**config.mk**
```make
export PLATFORM = sky130hd
export DESIGN_NAME = alu_datapath
export DESIGN_NICKNAME = d
export VERILOG_FILES = /design/src/rtl/alu_pkg.sv /design/src/rtl/alu_addsub.sv /design/src/rtl/alu_datapath.sv
export SDC_FILE = /design/constraint.sdc
export NUM_CORES = 1
export LEC_CHECK = 0
export CORE_ASPECT_RATIO = 1.75
export CORE_MARGIN = 2
export CORE_UTILIZATION = 55
export DETAILED_ROUTE_END_ITERATION = 6
export GPL_ROUTABILITY_DRIVEN = 0
export PLACE_DENSITY = 0.83
export RECOVER_POWER = 100
export SLEW_MARGIN = 20
export SYNTH_ARGS = -nofsm -noshare
export SYNTH_HDL_FRONTEND = slang
export SYNTH_SLANG_ARGS = --single-unit
export TNS_END_PERCENT = 10
```
**constraint.sdc**
```tcl
create_clock -name clk -period 4.7 [get_ports clk]
set_clock_uncertainty 0.2 [all_clocks]
set_input_delay 1.41 -clock clk [delete_from_list [all_inputs] [get_ports clk]]
set_output_delay 1.41 -clock clk [all_outputs]
set_load 0.1 [all_outputs]
```
**src/rtl/alu_pkg.sv**
```systemverilog
// rtl/alu_pkg.sv - shared widths, control-bit indices and control decode for the ALU
package alu_pkg;

  localparam int DEF_WIDTH = 8;
  localparam int DEF_CNT_W = 3;
  localparam int NUM_CTRL  = 15;

  localparam int C_LD_ADD  = 0;
  localparam int C_LD_MUL  = 1;
  localparam int C_LD_DIV  = 2;
  localparam int C_LD_M    = 3;
  localparam int C_ARITH   = 4;
  localparam int C_SUB     = 5;
  localparam int C_SETQ0   = 6;
  localparam int C_CNT_DIV = 7;
  localparam int C_ASR     = 8;
  localparam int C_LSH     = 9;
  localparam int C_CNT_MUL = 10;
  localparam int C_COR     = 11;
  localparam int C_OUT_A   = 12;
  localparam int C_OUT_AQ  = 13;
  localparam int C_OUT_Q   = 14;

  typedef struct packed {
    logic [NUM_CTRL-1:0] sel;
    logic                illegal;
    logic                sub;
  } ctrl_dec_t;

  // The c[4]&c[5] pair is one operation, so c[5] is folded away before
  // isolating the lowest set bit and counting the rest.
  function automatic ctrl_dec_t decode_ctrl(input logic [NUM_CTRL-1:0] c);
    ctrl_dec_t           d;
    logic [NUM_CTRL-1:0] eff;
    eff = c;
    if (c[C_ARITH]) eff[C_SUB] = 1'b0;
    d.sel     = eff & (~eff + NUM_CTRL'(1));
    d.illegal = (eff & (eff - NUM_CTRL'(1))) != '0;
    d.sub     = d.sel[C_ARITH] & c[C_SUB];
    return d;
  endfunction

endpackage

```
**src/rtl/alu_addsub.sv**
```systemverilog
// rtl/alu_addsub.sv - combinational adder/subtractor shared by the add and correction steps
module alu_addsub #(
  parameter int N = 9
) (
  input  logic [N-1:0] a,
  input  logic [N-1:0] b,
  input  logic         sub,
  output logic [N-1:0] sum
);

  assign sum = a + (b ^ {N{sub}}) + {{(N-1){1'b0}}, sub};

endmodule

```
**src/rtl/alu_datapath.sv**
```systemverilog
// rtl/alu_datapath.sv - A/Q/M register datapath for add, sub, Booth multiply and divide
module alu_datapath
  import alu_pkg::*;
#(
  parameter int WIDTH = DEF_WIDTH,
  parameter int CNT_W = DEF_CNT_W
) (
  input  logic                 clk,
  input  logic                 rst,
  input  logic [NUM_CTRL-1:0]  c,
  input  logic [WIDTH-1:0]     inbus,
  output logic                 q_0,
  output logic                 q_min1,
  output logic                 sign,
  output logic                 cnt7,
  output logic [2*WIDTH-1:0]   outbus,
  output logic                 out_valid,
  output logic                 ctrl_err
);

  logic [WIDTH:0]   a;
  logic [WIDTH-1:0] q;
  logic             qm1;
  logic [WIDTH-1:0] m;
  logic [CNT_W-1:0] cnt;

  ctrl_dec_t      dec;
  logic [WIDTH:0] msx;
  logic [WIDTH:0] sum;

  assign dec = decode_ctrl(c);
  assign msx = {m[WIDTH-1], m};

  alu_addsub #(.N(WIDTH+1)) u_addsub (
    .a   (a),
    .b   (msx),
    .sub (dec.sub),
    .sum (sum)
  );

  assign q_0    = q[0];
  assign q_min1 = qm1;
  assign sign   = a[WIDTH];
  assign cnt7   = (cnt == CNT_W'(WIDTH-1));

  always_ff @(posedge clk or posedge rst) begin
    if (rst) begin
      a         <= '0;
      q         <= '0;
      qm1       <= 1'b0;
      m         <= '0;
      cnt       <= '0;
      outbus    <= '0;
      out_valid <= 1'b0;
      ctrl_err  <= 1'b0;
    end else begin
      out_valid <= 1'b0;
      ctrl_err  <= dec.illegal;
      if (dec.sel[C_LD_ADD]) begin
        a   <= {inbus[WIDTH-1], inbus};
        q   <= '0;
        qm1 <= 1'b0;
        cnt <= '0;
      end else if (dec.sel[C_LD_MUL]) begin
        a   <= '0;
        q   <= inbus;
        qm1 <= 1'b0;
        cnt <= '0;
      end else if (dec.sel[C_LD_DIV]) begin
        a   <= '0;
        q   <= inbus;
        cnt <= '0;
      end else if (dec.sel[C_LD_M]) begin
        m <= inbus;
      end else if (dec.sel[C_ARITH] || dec.sel[C_COR]) begin
        a <= sum;
      end else if (dec.sel[C_SUB]) begin
        // a lone subtract qualifier has nothing to qualify
      end else if (dec.sel[C_SETQ0]) begin
        q <= {q[WIDTH-1:1], ~a[WIDTH]};
      end else if (dec.sel[C_CNT_DIV] || dec.sel[C_CNT_MUL]) begin
        cnt <= cnt + CNT_W'(1);
      end else if (dec.sel[C_ASR]) begin
        a   <= {a[WIDTH], a[WIDTH:1]};
        q   <= {a[0], q[WIDTH-1:1]};
        qm1 <= q[0];
      end else if (dec.sel[C_LSH]) begin
        a <= {a[WIDTH-1:0], q[WIDTH-1]};
        q <= {q[WIDTH-2:0], 1'b0};
      end else if (dec.sel[C_OUT_A]) begin
        outbus    <= {{WIDTH{1'b0}}, a[WIDTH-1:0]};
        out_valid <= 1'b1;
      end else if (dec.sel[C_OUT_AQ]) begin
        outbus    <= {a[WIDTH-1:0], q};
        out_valid <= 1'b1;
      end else if (dec.sel[C_OUT_Q]) begin
        outbus    <= {{WIDTH{1'b0}}, q};
        out_valid <= 1'b1;
      end
    end
  end

endmodule

```
Yosys cells after proc, flatten, opt, wreduce, memory -nomap -nowiden. Cells that the tools add are included. Widths: inputs -> output; s select.

Flip-flop bits (word level): 47. Output and inout bits: 22. Logic and storage cells: 120.

$add $sub $neg: 5. Equality and inequality tests: 17. Multiplexer cells: 54. Bitwise logic cells: 16. Reductions and logical operators: 18.

Operators by type and width (count): $mux 9 (10); $mux 8 (10); $mux 16 (3); $and 15x15->15 (2); $mux 3 (8); $mux 1 (23); $ne 4x4->1 const B (5); $ne 3x3->1 const B (6); $add 15x1->15 const B (1); $ne 5x4->1 const B (3); $not 15->15 (1); $reduce_and 5->1 (3); $reduce_bool 15->1 (1); $sub 15x1->15 const B (1); $reduce_and 6->1 (2); $reduce_bool 6->1 (2); $not 1->1 (11); $reduce_and 11->1 (1); $ne 5x5->1 const B (2); $reduce_bool 5->1 (2); $add 9x1->9 (1); $add 9x9->9 (1); $xor 9x9->9 (1); $reduce_and 7->1 (1); other kinds (7) (9).

Longest topological paths before layout. Gate-level depths: netlist of the first run.

Word-level depth: 17. Depth in mapped cells: 10. Gate-level depth less buffers: 9.

Hierarchy. A second synthesis of the first run with hierarchy kept.

Cells, all modules: 338. Area, all modules: 3095.5 um^2.

Modules (own cells, without submodules): alu_datapath (times used 1, cells each 275, area an instance 2606.2 um^2); alu_addsub (times used 1, cells each 63, area an instance 489.2 um^2).

Least setup slack after synthesis of the first run. Ideal clock, no wire load.

Path type: in2reg. Start: in c[3]. End: reg a[8]. Library setup time: 104 ps. Arrival time: 3972 ps. Data required time: 4396 ps. Slack: 424 ps. Stages on the path: 10. Buffers on the path: 1. Cells stage by stage: or4_1 -> buf_2 -> nor2_4 -> xor2_1 -> fa_1 -> a21o_1 -> a221oi_1 -> o21ai_0 -> xor2_1 -> a221oi_1.

Word-level cells in the longest chain between the ends: 12. Elaborated cells between the ends (all ways): 21. Those cells by class: 3 x add/sub; 5 x eq/ne; 5 x mux; 4 x bitwise; 4 x reduce/logical.

Ends and longest elaborated chain: start, declared (RTL line alu_datapath.sv:10) `input logic [NUM_CTRL-1:0] c,`; $not 15->15 (RTL line alu_pkg.sv:37) `d.sel = eff & (~eff + NUM_CTRL'(1));`; $add 15x1->15 (RTL line alu_pkg.sv:37); $and 15x15->15 (*) (RTL line alu_pkg.sv:37); $and 1x1->1 (RTL line alu_pkg.sv:39) `d.sub = d.sel[C_ARITH] & c[C_SUB];`; $xor 9x9->9 (RTL line alu_addsub.sv:11) `assign sum = a + (b ^ {N{sub}}) + {{(N-1){1'b0}}, sub};`; $add 9x9->9 (RTL line alu_addsub.sv:11); $add 9x1->9 (RTL line alu_addsub.sv:11); $mux 9 (RTL line alu_datapath.sv:75) `end else if (dec.sel[C_ARITH] || dec.sel[C_COR]) begin`; $mux 9 (RTL line alu_datapath.sv:73) `end else if (dec.sel[C_LD_M]) begin`; $mux 9 (RTL line alu_datapath.sv:69) `end else if (dec.sel[C_LD_DIV]) begin`; $mux 9 (RTL line alu_datapath.sv:64) `end else if (dec.sel[C_LD_MUL]) begin`; $mux 9 (RTL line alu_datapath.sv:59) `if (dec.sel[C_LD_ADD]) begin`; end signal, assigned (RTL line alu_datapath.sv:60) `a <= {inbus[WIDTH-1], inbus};`; end signal, assigned (RTL line alu_datapath.sv:76) `a <= sum;`; end signal, assigned (RTL line alu_datapath.sv:84) `a <= {a[WIDTH], a[WIDTH:1]};`; end, declared (RTL line alu_datapath.sv:21) `logic [WIDTH:0] a;`.

Mark *: on every way between the ends. The rest lies on a longest branch, timed or not. The select of a mux whose other input is x is not followed. A chain may end at the register's enable or synchronous reset.

Worst setup path after layout of the first run.
Start: in c[0]. End: reg a[5].

Word-level cells in the longest chain between the ends: 12. Elaborated cells between the ends (all ways): 24. Those cells by class: 3 x add/sub; 4 x eq/ne; 9 x mux; 4 x bitwise; 4 x reduce/logical.

Ends and longest elaborated chain (RTL line): $not 15->15 (alu_pkg.sv:37); $add 15x1->15 (alu_pkg.sv:37); $and 15x15->15 (*) (alu_pkg.sv:37); $and 1x1->1 or $mux 9 (tied branches) (alu_pkg.sv:39, alu_datapath.sv:83); $xor 9x9->9 or $mux 9 (tied branches) (alu_addsub.sv:11, alu_datapath.sv:81); $add 9x9->9 or $mux 9 (tied branches) (alu_addsub.sv:11, alu_datapath.sv:79); $add 9x1->9 or $mux 9 (tied branches) (alu_addsub.sv:11, alu_datapath.sv:77); $mux 9 (alu_datapath.sv:75); $mux 9 (alu_datapath.sv:73); $mux 9 (alu_datapath.sv:69); $mux 9 (alu_datapath.sv:64); $mux 9 (alu_datapath.sv:59).

Marks and branches as above.

==> results.md, run 1 <==
- Worst Hold Slack: 303 ps
- Peak VDD IR: about 250 uV
- Slew headroom: -37.1%
- Share of total power in combinational logic: a little over a quarter
- CP cell instances: dlygate4sd3_1 -> or4_1 -> nor2_4 -> xor2_1 -> ha_1 -> a21oi_1 -> o311ai_0 -> a41oi_1 -> mux2_2 -> o22a_1
- Overflow after GRT: 0
- Vias in the first global route: 2683
- Worst R2R Setup Slack: between 2000 and 2500 ps
- GRT met1 Usage: 34.1%
- Mapped Avg Cell Area: 10.5 sq um
- Initial antenna violation count: 0
- Total wire length: just over 8000 um
- Min-delay worst type: reg -> reg
- Final Non-Filler Cells: between 300 and 400
- R2r startpoint: m[0]
- CP delay by family, top: compound AO/OA/AOI/OAI gates
- Hold depth: 1
- Worst-skew pair later-pin latency: approximately 310 ps
- Max Clock Freq: 220 MHz
- Slew Viols, Final: 48
- DRT iter0 DRCs: 162
- Routed Antenna Nets: 0
- Clock sink count: 47
- Die Width: 59.2 um
- Worst setup EP type: register
- Layout Nets: 374
- Synth Register Bits: 47
- Buf/Inv on CP: 1
- Capturing point of the worst reg2reg path: a[8]
- Hpwl dp: 6110 um
- Min Tclk post-route: 4550 ps
- Hold Startpoint: outbus[6]
- Residual DRC: 0
- CP arrival: 4550 ps
- Kind of critical path: in -> reg
- I/O pin cnt: 47
- Leakage Power: 1.66 nW
- Most common cell after layout, fill and taps aside: dfrtp_1
- CTS Hold Bufs: 0
- First-pass GRT wire length: 13400 um
- CP Launch Point: c[0]
- CTS tree: yes
- Netlist cell types: 56
- WL/cell: 20.9 um
- Setup violations, final: 0
- EDFF count, synth: 0
- Seq/Total Area, Yosys: 40.1%
- WP depth: 10
- N_diodes: 0
- Largest stage delay, worst path: approximately 550 ps
- Global Route Usage Sum: 30.2%
- Failing checks: capacitance limit, slew limit
- CP Launch Type: input pin
- Max-Cap Viols: 1
- Placed cells: a little under 400
- Die area: 5960 sq um
- Post-synth ARST share: 100%
- Prevailing post-synth register cell: dfrtp_1
- DIE HEIGHT: 101 um
- GR Util met3: between 4 and 5%
- Pwr per Cell Area: 294 nW/um^2
- Largest net degree at the start of global routing: 48
- Worst path slowest cell: dlygate4sd3_1
- Fill cells: 396
- CTS buffer count: 5
- Place WS: -129 ps
- Hold endpoint: outbus[6]
- Max FO, Critical Path: 8
- Post-route cell area: about 3600 sq um
- Register share of total power: between 40% and 50%
- Hold Vio Cnt, Final: 0
- Worst path required time: 4700 ps
- Pint: slightly above 0.7 mW
- Core area: ~5200 sq um
- H-tree Lvls: 2
- FF-to-FF path depth: 9
- DRT Pass-1 Iters: 5
- Clk root buf: clkbuf_8
- Commonest non-fill, non-tap cells in the layout: dfrtp_1, mux2_2, dlygate4sd3_1
- Placed cell areas: 3540 sq um
- Status: complete, but fails checks
- Setup TNS: 0 ps
- Fin crit share: 96.8%
- Worst Tran Pin Value: 2050 ps
- Total number of vias: 2655
- Worst setup margin: 149 ps
- Post-DR vias/cell: 6.72
- Syn-to-layout area delta: 23.3%
- Proportion of layout cells with a drive suffix above 1: 17.1%
- Cells after synthesis: between 200 and 300
- Number of I/O port buffers: 46
- Clk pwr share: 28.9%
- Buffer levels on the longest clock path: 2
- GRT met2 Usage: 48.9%
- Sw Share: 32.0%
- Post-Syn Area: 2930 sq um
- Clk slew on worst S/H paths: ~90 ps
- NetSw: 0.340 mW
- Initial Util: 56.3%
- Row count: 35
- Net Count, Synth: between 300 and 400
- Top Usage Layer GRT: met2
- Warnings from Yosys: 0
per-stage QoR:
stage,util (%),power (mW)
floorplan,-,0.644
global placement,68.0,0.743
detailed placement,68.0,0.751
CTS,70.2,1.06
global route,69.4,1.10
finish,69.4,1.06
metal layers:
layer,part of all wire [%],wire [um]
met4,8.7,722
met3,6.3,523
met5,0,0
met1,36,2960
met2,49,4060
power by group through the flow:
| stage | sequential (mW) | clock (mW) | combinational [mW] |
|---|---|---|---|
| finish | 0.472 | 0.307 | 0.283 |
| global route | 0.476 | 0.320 | 0.307 |
| CTS | 0.471 | 0.313 | 0.276 |
| detailed placement | 0.479 | 0 | 0.272 |
| global placement | 0.478 | 0 | 0.265 |
| floorplan | 0.474 | 0 | 0.170 |
worst reg2reg max path, cell delays in order (launching register included):
cell	delay [ps]
dfrtp_1	460
nand2_1	170
o31a_1	170
inv_1	50
fa_1	400
a21o_1	200
a221oi_2	290
o21ai_0	160
xor2_1	170
a221oi_1	290
kinds of logic (layout without fill, tap and decap cells):
family / count (synthesis) / in the layout / share of synthesized area (%)
buffers and inverters: 17 / 77 / 2.35
AO/OA/AOI/OAI: 80 / 80 / 19.7
flip-flops: 47 / 47 / 40.1
multiplexers: 41 / 41 / 15.4
adder cells (fa/ha/maj): 12 / 12 / 5.20
AND/OR/NAND/NOR: 70 / 70 / 12.9
XOR/XNOR: 13 / 13 / 4.35
area by class of cell:
class / instances / area, sq um / share of cell area [%]
clock buffers: 5 / 68.8 / 1.90
clock inverters: 3 / 43.8 / 1.21
inverters: 6 / 23.8 / 0.657
multi-input cells: 216 / 1670 / 46.2
flip-flops and latches: 47 / 1180 / 32.5
well taps: 55 / 68.8 / 1.90
repair buffers: 63 / 566 / 15.6
how the worst max path moves through the flow:
stage            to
6_report       a[5]
5_1_grt        a[5]
4_1_cts        a[8]
3_5_place_dp   a[8]
3_3_place_gp   a[8]
2_1_floorplan  a[8]
flip-flops by register name (all words and copies together), names as in the netlist:
signal,count
cnt,3
a,9
q,8
q_min1,1
m,8
out_valid,1
outbus,16
ctrl_err,1
what timing repair did:
action | 4_1_cts | 5_1_grt
endpoints found under the setup margin | 0 | 1
gates resized for setup | 0 | 1
buffers inserted | 0 | 0
cells in the mapped netlist (3+ instances only):
cell	instances	area share, %
o21ai_0	17	2.9
o31ai_1	3	0.77
dfrtp_1	47	40
mux2_2	29	11
ha_1	9	3.8
xor2_1	9	2.7
nor2_1	14	1.8
xnor2_1	3	0.90
buf_2	4	0.68
nand3_1	9	1.5
a22o_1	8	2.4
and3_1	3	0.64
a21o_1	5	1.3
clkbuf_1	7	0.90
a21oi_1	15	2.6
inv_1	6	0.77
or2_2	3	0.64
nor4_1	3	0.64
nand4_1	3	0.64
a2bb2oi_1	6	1.8
mux2i_1	11	3.8
nand2_1	19	2.4
a222oi_1	3	1.0
(Power assumes the default switching activity.)
==> run 2, diff against run 1 <==
- CORE_UTILIZATION: 55 -> 49
- PLACE_DENSITY: 0.83 -> 0.78
- clock period: 4.7 -> 4 ns (I/O delays scaled with it)
==> run 2 against run 1 <==
  * The run still ends with capacitance limit, slew limit left
  * Setup slack lost 37 ps
  * Non-clock buffer count grew 16
  * Flip-flop and latch count is the same
  * Register-to-register slack lost 580 ps
  * Combinational power grew 37%
  * Design area grew 2.0%
  * Highest routed layer unchanged
==> results.md, run 2 (synthesis results as in run 1) <==
- CP arrival: 3890 ps
- DRT iter0 DRCs: 165
- Commonest non-fill, non-tap cells in the layout: dfrtp_1, mux2_2, clkbuf_1
- Total number of vias: 2707
- Routed Antenna Nets: 0
- Fill cells: 520
- Syn-to-layout area delta: 25.8%
- CP cell instances: clkdlybuf4s50_1 -> or4_4 -> nor2_4 -> buf_6 -> xor2_2 -> ha_4 -> a21o_1 -> buf_4 -> a41oi_2 -> mux2_2 -> o22a_1
- Final Non-Filler Cells: 434
- Most flops, register: outbus
- Pwr per Cell Area: 337 nW/um^2
- Kind of critical path: in -> reg
- Failing checks: capacitance limit, slew limit
- Die Width: 62.5 um
- Unrepaired setup endpoints after global routing: false
- Status: complete, but fails checks
- Residual DRC: 0
- N_diodes: 0
- Max Clock Freq: 257 MHz
- Max FO, Critical Path: 4
- H-tree Lvls: 2
- Max-Cap Viols: 1
- Core area: around 5800 sq um
- Worst setup EP type: register
- First-pass GRT wire length: 13600 um
- Overflow after GRT: 0
- Slew headroom: -40.7%
- Top Registers: outbus x16, a x9
- Layout Nets: 390
- Worst Tran Pin Value: 2100 ps
- Min-delay worst type: reg -> reg
- Number of I/O port buffers: 46
- Post-DR vias/cell: 6.24
- Initial Util: 50.3%
- Max reg flops: 16
- Leakage Power: 1.62 nW
- Setup violations, final: 0
- Min Tclk post-route: 3890 ps
- Initial antenna violation count: 0
- Buffer levels on the longest clock path: 2
- Peak VDD IR: a little over 300 uV
- Total wire length: a little under 9000 um
- Placed cells: ~420
- Proportion of layout cells with a drive suffix above 1: a little under a quarter
- CP Launch Type: input pin
- DIE HEIGHT: 106 um
- Fin crit share: 97.2%
- Hold Vio Cnt, Final: 0
- Global Route Usage Sum: 26.4%
- Largest stage delay, worst path: ~460 ps
- Largest net degree at the start of global routing: 48
- Clock sink count: 47
- I/O pin cnt: 47
- WL/cell: slightly above 20 um
- Worst path required time: 4000 ps
- Vias in the first global route: 2741
- Worst-skew pair later-pin latency: 310 ps
- Slew Viols, Final: 48
- Clk slew on worst S/H paths: 100 ps
- Worst path slowest cell: or4_4
- Clk root buf: clkbuf_8
- Worst Hold Slack: a little over 300 ps
- Hpwl dp: ~6500 um
- DRT Pass-1 Iters: 5
- Die area: 6650 sq um
- CTS buffer count: 5
- CTS tree: yes
- Row count: 37
- Most common cell after layout, fill and taps aside: dfrtp_1
==> run 2: cell types whose count changed in the layout (fill, tap and decap cells not counted), sizes merged <==
cell / previous run / this run
dlygate4sd3: 24 / 1
bufinv: 1 / 0
clkinv: 2 / 1
buf: 11 / 27
clkinvlp: 1 / 3
clkbuf: 11 / 33
clkdlybuf4s50: 22 / 20
clkdlybuf4s25: 0 / 1
dlymetal6s2s: 0 / 2
==> run 2: cell type report <==
class | count | area (sq um) | area share, %
inverters | 6 | 23.8 | 0.644
flip-flops and latches | 47 | 1180 | 31.9
multi-input cells | 216 | 1740 | 47.2
repair buffers | 79 | 561 | 15.2
well taps | 78 | 97.6 | 2.64
clock inverters | 3 | 20.0 | 0.543
clock buffers | 5 | 68.8 | 1.87
==> run 2: report_power, final <==
| group | internal, mW | switching [mW] |
|---|---|---|
| sequential | 0.508 | 0.0512 |
| clock | 0.122 | 0.172 |
| combinational | 0.195 | 0.195 |
| total | 0.825 | 0.418 |
==> run 2: path summary, 6_finish.rpt <==
check	startpoint	endpoint	slack, ps	cells past startpoint
worst max-delay path	c[3]	a[5]	110	11
worst min-delay path	outbus[9]	outbus[9]	310	1
worst max register to register	a[0]	a[6]	1460	9
worst min register to register	outbus[9]	outbus[9]	310	1
max in group asynchronous	rst	q[2]	960	2
min in group asynchronous	rst	outbus[12]	1680	2
==> run 2: repair_timing <==
action / in CTS / in global routing
pin swaps: 5 / 11
endpoints found under the setup margin: 3 / 4
buffers inserted: 3 / 1
hold buffers: 0 / 0
gates resized for setup: 5 / 13
==> run 2: worst max-delay path, delay by kind of cell <==
kind	cells	cell delay [ps]
adder cells (fa/ha/maj)	1	240
AND/OR/NAND/NOR	2	640
AO/OA/AOI/OAI	3	560
buffers and inverters	3	700
multiplexers	1	350
XOR/XNOR	1	190
==> run 2: stage by stage <==
step | utilization [%] | instance area (sq um) | power, mW | setup slack (ps) | setup TNS (ps)
after floorplan | - | 2940 | 0.760 | 35.9 | 0
after global placement | 62.0 | 3610 | 0.892 | -373 | -1320
after detailed placement | 62.0 | 3610 | 0.905 | -487 | -1720
after global routing | 63.3 | 3690 | 1.29 | 36.8 | 0
final | 63.3 | 3690 | 1.24 | 112 | 0
after CTS | 64.1 | 3740 | 1.21 | -28.9 | -50.2
==> run 2: per-layer routing <==
metal / wire (um) / track usage, % / vias up
li1: - / - / 1223
met2: 4440 / 45.6 / 149
met3: 605 / 3.70 / 46
met5: 0 / 0 / -
met1: 3190 / 29.1 / 1289
met4: 545 / 19.2 / 0
==> run 3, diff against run 2 <==
- PLACE_DENSITY: 0.78 -> 0.85
==> run 3 against run 2 <==
  * The run still ends with capacitance limit, slew limit left
  * Design area down 0.54%
  * Worst hold slack worse by 2.5 ps
  * Register-to-register slack worse by 110 ps
  * Highest routed layer unchanged
  * First-iteration DRC count up 42%
  * Count of clock-buffer cells in the layout up 3
  * Final cell count down 0.69%
  * Flip-flop and latch count unchanged
  * Clock power up 7.8%
  * Maximum frequency down 0.24%
  * Sequential share of layout area up 0.17 points
  * Critical path type unchanged
==> results.md, run 3 (synthesis results as in run 1) <==
- Status: complete, but fails checks
- Failing checks: capacitance limit, slew limit
- N_diodes: 0
- CTS Hold Bufs: 0
- Worst Tran Pin Value: 2080 ps
- Sw Share: 32.2%
- Buf/Inv on CP: 2
- Worst path required time: 4010 ps
- Hpwl dp: about 6400 um
- Largest net degree at the start of global routing: 48
- Routed Antenna Nets: 0
- CTS buffer count: 5
- Largest stage delay, worst path: 460 ps
- Fill cells: between 500 and 600
- Worst setup EP type: register
- Pint: 0.852 mW
- Register share of total power: between 40 and 50%
- Initial antenna violation count: 0
- Peak VDD IR: just under 300 uV
- I/O pin cnt: between 40 and 50
- H-tree Lvls: 2
- CP cell instances: clkdlybuf4s50_1 -> or4_4 -> nor2_4 -> buf_6 -> xor2_2 -> ha_1 -> and3_4 -> a221oi_4 -> o21ai_1 -> xor2_1 -> a221oi_1
- GRT met2 Usage: approximately 47%
- WL/cell: 20.0 um
- Hold Startpoint: outbus[0]
- CP delay by family, top: simple AND/OR/NAND/NOR gates
- Worst R2R Setup Slack: 1350 ps
- Post-DR vias/cell: 6.33
- Fin crit share: 97.4%
- Clk root buf: clkbuf_8
- Number of I/O port buffers: 46
- DIE HEIGHT: 106 um
- Die area: about 6600 sq um
- Die Width: 62.5 um
- Most flops, register: outbus
- Top Registers: outbus x16, a x9
- Post-route cell area: approximately 3700 sq um
- Vias in the first global route: 2757
- Top Usage Layer GRT: met2
- Worst path slowest cell: or4_4
- Buffer levels on the longest clock path: 2
- Slew Viols, Final: 48
- Syn-to-layout area delta: 25.1%
- CP Launch Point: c[2]
- Initial Util: about 50%
- R2r startpoint: a[0]
- CTS tree: yes
- CP arrival: 3910 ps
- Hold Vio Cnt, Final: 0
- NetSw: between 0.4 and 0.5 mW
- Residual DRC: 0
- Hold depth: 1
- GRT met1 Usage: 29.6%
- Leakage Power: around 1.6 nW
- DRT iter0 DRCs: 234
- Worst-skew pair later-pin latency: 310 ps
- DRT Pass-1 Iters: 5
- Proportion of layout cells with a drive suffix above 1: between 20% and 30%
- Clk slew on worst S/H paths: 80 ps
- Overflow after GRT: 0
- Max-Cap Viols: 1
- Pwr per Cell Area: about 340 nW/um^2
- First-pass GRT wire length: about 14000 um
- Max FO, Critical Path: 5
- Min Tclk post-route: 3900 ps
- Row count: 37
- Kind of critical path: in -> reg
- Share of total power in combinational logic: 30.4%
- Final Total Pwr: 1.26 mW
- GR Util met3: 4.66%
- Placed cell areas: 3600 sq um
- FF-to-FF path depth: 9
- CP Launch Type: input pin
- Max reg flops: 16
- Max Clock Freq: 257 MHz
- Capturing point of the worst reg2reg path: a[8]
- Hold endpoint: outbus[0]
- Slew headroom: -39.2%
- Core area: 5830 sq um
- Global Route Usage Sum: a little over a quarter
- Clock sink count: 47
- Min-delay worst type: reg -> reg
- Setup violations, final: 0
- Total number of vias: 2729
- Setup TNS: 0 ps
- Most common cell after layout, fill and taps aside: dfrtp_1
- Layout Nets: between 300 and 400
- Commonest non-fill, non-tap cells in the layout: dfrtp_1, mux2_2, clkbuf_1
- Clk pwr share: between 20 and 30%
- Total wire length: 8630 um
## run 3: cell types whose count changed in the layout (fill, tap and decap cells not counted), moves of 2 or more
cell	previous run	this run
dlygate4sd3_1	1	3
clkinvlp_4	2	0
buf_4	25	20
clkdlybuf4s50_1	20	18
dlygate4sd2_1	0	2
clkbuf_8	5	7
## run 3: worst reg2reg max path: cells and delay by family (launching register included)
| kind | cells | cell delay (ps) |
|---|---|---|
| XOR/XNOR | 1 | 170 |
| AO/OA/AOI/OAI | 5 | 1100 |
| buffers and inverters | 1 | 60 |
| adder cells (fa/ha/maj) | 1 | 380 |
| AND/OR/NAND/NOR | 1 | 180 |
| flip-flops | 1 | 480 |
## run 3: repair_timing
action,CTS,global route
setup buffers,0,3
setup endpoints to repair,3,3
pin swaps,9,16
resized for setup,12,5
cloned,0,0
## run 3: worst max path at each step
| stage | slack (ps) | cells after the start | endpoint |
|---|---|---|---|
| 3_3_place_gp | -410 | 10 | a[5] |
| 4_1_cts | 6 | 10 | a[5] |
| 3_5_place_dp | -550 | 10 | a[5] |
| 6_report | 100 | 11 | a[8] |
| 2_1_floorplan | 40 | 10 | a[5] |
| 5_1_grt | -100 | 11 | a[6] |
## run 3: final cells by class
type	instances	area, sq um	share of cell area [%]
multi-input combinational	216	1740	47.5
sequential	47	1180	32.0
timing repair buffer	76	531	14.5
clock buffer	8	100	2.73
tap	78	97.6	2.66
inverter	6	23.8	0.648
## run 3: metrics by stage
stage	worst slack [ps]	std cells	hold slack, ps	utilization [%]
floorplan	35.9	280	282	-
global placement	-411	420	285	61.7
detailed placement	-550	420	287	61.7
CTS	5.69	428	310	64.2
global route	-101	431	323	62.9
finish	102	431	305	62.9
## run 3: power groups by stage
stage                     sequential [mW]  clock, mW  combinational (mW)
after detailed placement            0.561          0               0.340
after global placement              0.560          0               0.323
after floorplan                     0.556          0               0.203
after global routing                0.562      0.344               0.412
after CTS                           0.553      0.320               0.360
final                               0.558      0.317               0.382
## run 3: layer usage
metal  vias up  wire length, um  share of wire (%)
met5         -                0                  0
met4         0              608                7.0
met3        44              549                6.4
met2       141             4400                 51
met1      1339             3070                 36
li1       1205                -                  -
